### src/rtl/teachee_defs.sv
// Shared XADC DRP definitions: address type, channel map, widths and the
// responder FSM state type.
package teachee_defs;

   typedef logic [6:0] xadc_drp_addr_t;

   localparam xadc_drp_addr_t XADC_DRP_ADDR_VOLTAGE_CHANNEL = 7'h03;
   localparam xadc_drp_addr_t XADC_DRP_ADDR_CURRENT_CHANNEL = 7'h10;

   localparam int XADC_DRP_DATA_WIDTH = 16;
   localparam int XADC_SAMPLE_WIDTH   = 12;

   typedef enum logic [1:0] {
      XADC_DRP_IDLE    = 2'd0,
      XADC_DRP_WAIT    = 2'd1,
      XADC_DRP_RESPOND = 2'd2
   } xadc_drp_responder_state_t;

   // The XADC reports 12-bit conversions left-justified in the 16-bit DRP word.
   function automatic logic [XADC_DRP_DATA_WIDTH-1:0] xadc_sample_to_drp(
      input logic [XADC_SAMPLE_WIDTH-1:0] sample
   );
      return {sample, 4'b0000};
   endfunction

endpackage

### src/rtl/xadc_sample_ramp.sv
// Deterministic 12-bit sample source: adds STEP on every advance pulse,
// wrapping modulo 4096.
module xadc_sample_ramp
   import teachee_defs::*;
#(
   parameter logic [XADC_SAMPLE_WIDTH-1:0] STEP = 12'h001
) (
   input  logic                         xadc_dclk,
   input  logic                         xadc_reset,
   input  logic                         advance,
   output logic [XADC_SAMPLE_WIDTH-1:0] value
);

   logic [XADC_SAMPLE_WIDTH-1:0] value_reg;

   always_ff @(posedge xadc_dclk) begin
      if (xadc_reset) begin
         value_reg <= '0;
      end else if (advance) begin
         value_reg <= value_reg + STEP;
      end
   end

   assign value = value_reg;

endmodule

### config.mk
export PLATFORM = sky130hd
export DESIGN_NAME = xadc_sample_ramp
export DESIGN_NICKNAME = d
export VERILOG_FILES = /design/src/rtl/teachee_defs.sv /design/src/rtl/xadc_sample_ramp.sv
export SDC_FILE = /design/constraint.sdc
export NUM_CORES = 1
export LEC_CHECK = 0
export ABC_AREA = 1
export BUFFER_PORTS_ARGS = -buffer_cell sky130_fd_sc_hd__buf_4
export CAP_MARGIN = 20
export CELL_PAD_IN_SITES_DETAIL_PLACEMENT = 0
export CELL_PAD_IN_SITES_GLOBAL_PLACEMENT = 2
export CORE_MARGIN = 2
export CORE_UTILIZATION = 27
export DETAILED_ROUTE_END_ITERATION = 6
export PLACE_DENSITY = 0.81
export SLEW_MARGIN = 10
export SYNTH_ARGS = -nofsm -noshare
export SYNTH_HDL_FRONTEND = slang
export SYNTH_SLANG_ARGS = --single-unit
### constraint.sdc
create_clock -name xadc_dclk -period 1.2 [get_ports xadc_dclk]
set_input_delay 0.06 -clock xadc_dclk [delete_from_list [all_inputs] [get_ports xadc_dclk]]
set_output_delay 0.06 -clock xadc_dclk [all_outputs]
set_load 0.02 [all_outputs]
After elaboration in Yosys (flattened, before gate mapping). Index checks and enable logic that the tools add are counted.

Add/subtract/negate cells: 1.

Operator list (count): $add A12 B1 Y12 const B (1).

Word-level logic and storage cells: 2. Output and inout port bits: 12. Register bits after elaboration: 12.

Longest topological paths before layout.
Word-level depth: 1. Depth in mapped cells: 7. Depth with buffers taken out: 7.

Worst setup path before layout. No wires, ideal clock.

Path type: flip-flop to flip-flop. Start: register value_reg[0] (netlist: value[0]). End: register value_reg[10] (netlist: value[10]). Buffers on the path: 0. Period minus slack after synthesis: 1.259 ns. Stages on the path, launching flop included: 7. Data required time: 1.087 ns. Setup time: 0.113 ns. Data arrival time: 1.146 ns. Path slack: -0.059 ns. Cell sequence: dfxtp_1 -> ha_1 -> nand2_1 -> nor2_4 -> nand3b_2 -> nor2_1 -> nor2_1.

Word-level cells in the longest chain between the ends: 1.

Ends and longest elaborated chain: start, declared (line xadc_sample_ramp.sv:14) `logic [XADC_SAMPLE_WIDTH-1:0] value_reg;`; start signal, assigned (line xadc_sample_ramp.sv:20) `value_reg <= value_reg + STEP;`; $add A12 B1 Y12 (line xadc_sample_ramp.sv:20).

Every way passes these cells. A chain may end at the register's enable or synchronous reset.

Worst setup path in the final report. Same ends and word-level chain as after synthesis.

==> metrics.txt <==
Post-CTS Setup Inserts 0; Starting Density between 20 and 30%; clock share of power between 30% and 40%; mapped cell area 593 sq um; outcome completed; Routed WL per cell roughly 9.7 um; RSZ-0062 raised after global routing true; CTS tree built; synth warn 0; Root Driver clkbuf_4; fin crit period 1100 ps; Largest register FFs 12; worst hold slack ~33 ps; Max H-tree Level 1; Die H between 50 and 60 um; initial antenna violation count 0; Worst EP required ~1400 ps; Comb pwr share under 10%; Reg power frac 58.0%; Psw between 0.15 and 0.2 mW; clk_lat worst skew 270 ps; num ports 15; Final #Nets around 110; final setup margin a little under 100 ps; total power approximately 0.71 mW; crit path DAT between 1000 and 1500 ps; Die Width slightly above 50 um; CTS sink cnt 12; synthesis-stage register bit count 12; crit end category flip-flop; Worst slew margin 82.2%; drt drc 0; commonest cells after routing, fill and taps aside 16 x buf_4, 15 x nand2_1, 10 x inv_1; Fmax achieved about 900 MHz; CORE AREA 2020 sq um; RD Place Congestion 0.711; PortBufs 14; Worst-Margin Slew 266 ps; DRT antenna net count 0; wirelength, routed around 1.2 mm; GRT Util Overall between 10% and 20%; Sw Share 23.6%; Syn-to-layout area delta 36.1%; Post-Route Utilization around 40%; Post-Synthesis Cells just under 80; Via density 4.37; Hold Crit Class in2reg; final clock period utilization by the worst path 91.7%; kind of critical path reg2reg; HPWL after DPL roughly 900 um; max_cap viols 0; clk buf depth 2; final hold violations 0; Starting DRT DRC Count 10; Cell Rows 16; Int Pwr about 0.55 mW; vias roughly 550; syn nets 83; layout cell share with drive strength beyond 1 a little over a third; largest net degree at the start of global routing 10; cts bufs inserted 3; Worst VDD drop ~0.0006 V; Fill cells 240; Synth cell types 19; pre-CTS WS between 60 and 70 ps; vias in the first global route roughly 440; clock skew 9.87 ps; P per Cell Area slightly below 900 nW/um^2; Syn Area/Cell ~7.5 sq um; post-synthesis sequential area ratio between 40 and 50%; CP Max Fanout 7; Worst-path clk slew 80 ps; Finished Layout Cells around 130; DR pass1 iterations 4; GRT Residual Overflow 0; leakage about 0.35 nW; Placed Cells 121; most common cell after layout, fill and taps aside buf_4; # diodes 0; first-pass GRT wire length 2.01 mm; Startpoint Class flip-flop; die footprint between 2000 and 3000 sq um; Setup violations, final 0; count of pins over their slew limit 0
metal layers:
| metal | vias to the layer above | GRT usage (%) | routed length (um) |
|---|---|---|---|
| met4 | 0 | 4.05 | 17 |
| met5 | - | 0 | 0 |
| met1 | 241 | 14.0 | 600 |
| met3 | 2 | 5.26 | 59 |
| li1 | 298 | - | - |
| met2 | 10 | 15.1 | 550 |
synthesized netlist by cell type:
cell,number,area [sq um]
nand2_1,16,60.1
dfxtp_1,12,240
inv_1,10,37.5
a21oi_1,9,45.0
nand3_1,7,35.0
nor2_1,6,22.5
nor2_4,4,45.0
nand4_1,2,12.5
nor2_2,2,12.5
o21ai_0,2,10.0
a211oi_1,1,7.51
buf_4,1,7.51
clkinv_1,1,3.75
ha_1,1,12.5
nand2_2,1,6.26
nand2_4,1,11.3
nand3b_2,1,11.3
nor3_1,1,5.00
o21a_1,1,7.51
stage by stage:
| step | cell area, sq um | TNS [ps] |
|---|---|---|
| global placement | 742 | 0 |
| global route | 807 | -17.4 |
| finish | 807 | 0 |
| floorplan | 596 | 0 |
| CTS | 774 | 0 |
| detailed placement | 742 | 0 |
layout make-up:
cell class / count / area, sq um / share of cell area (%)
Multi-Input combinational cell: 56 / 330 / 40.9
Sequential cell: 12 / 249 / 30.9
Timing Repair Buffer: 17 / 130 / 16.1
Inverter: 11 / 41.3 / 5.12
Tap cell: 27 / 33.8 / 4.19
Clock buffer: 3 / 22.5 / 2.79
logic make-up (layout without fill, tap and decap cells):
group	after synthesis	after routing	share of synthesized area [%]
AOI/OAI and AO/OA	13	13	11.8
adders and majority gates	1	1	2.11
buffers and inverters	12	31	8.23
DFF	12	12	40.5
and+or+nand+nor	41	42	37.3
power groups by stage:
stage / logic, mW / registers (mW) / clock network (mW)
floorplan: 0.0251 / 0.429 / 0
global placement: 0.0532 / 0.422 / 0
detailed placement: 0.0524 / 0.422 / 0
CTS: 0.0552 / 0.412 / 0.264
global route: 0.0658 / 0.417 / 0.285
finish: 0.0578 / 0.415 / 0.243
repair_timing:
action | in CTS | in global routing
hold buffers | 1 | 0
endpoints found under the setup margin | 0 | 5
resized for setup | 0 | 7
hold endpoints to repair | 2 | 0
final timing paths:
path                            startpoint   endpoint  slack, ps  cells after the start
worst max-delay path              value[0]  value[10]        100                      7
worst min-delay path               advance   value[1]         30                      2
worst max register to register    value[0]  value[10]        100                      7
worst min register to register    value[0]   value[0]        480                      1
worst max-delay path, cell delays in order (launching register included):
cell,delay [ps]
dfxtp_4,380
ha_4,140
nand2_2,70
nor2_4,180
nand3b_2,100
nand2_1,60
nand2_1,40
nor2_1,80
Note: power is estimated with default switching activity, not from simulation.
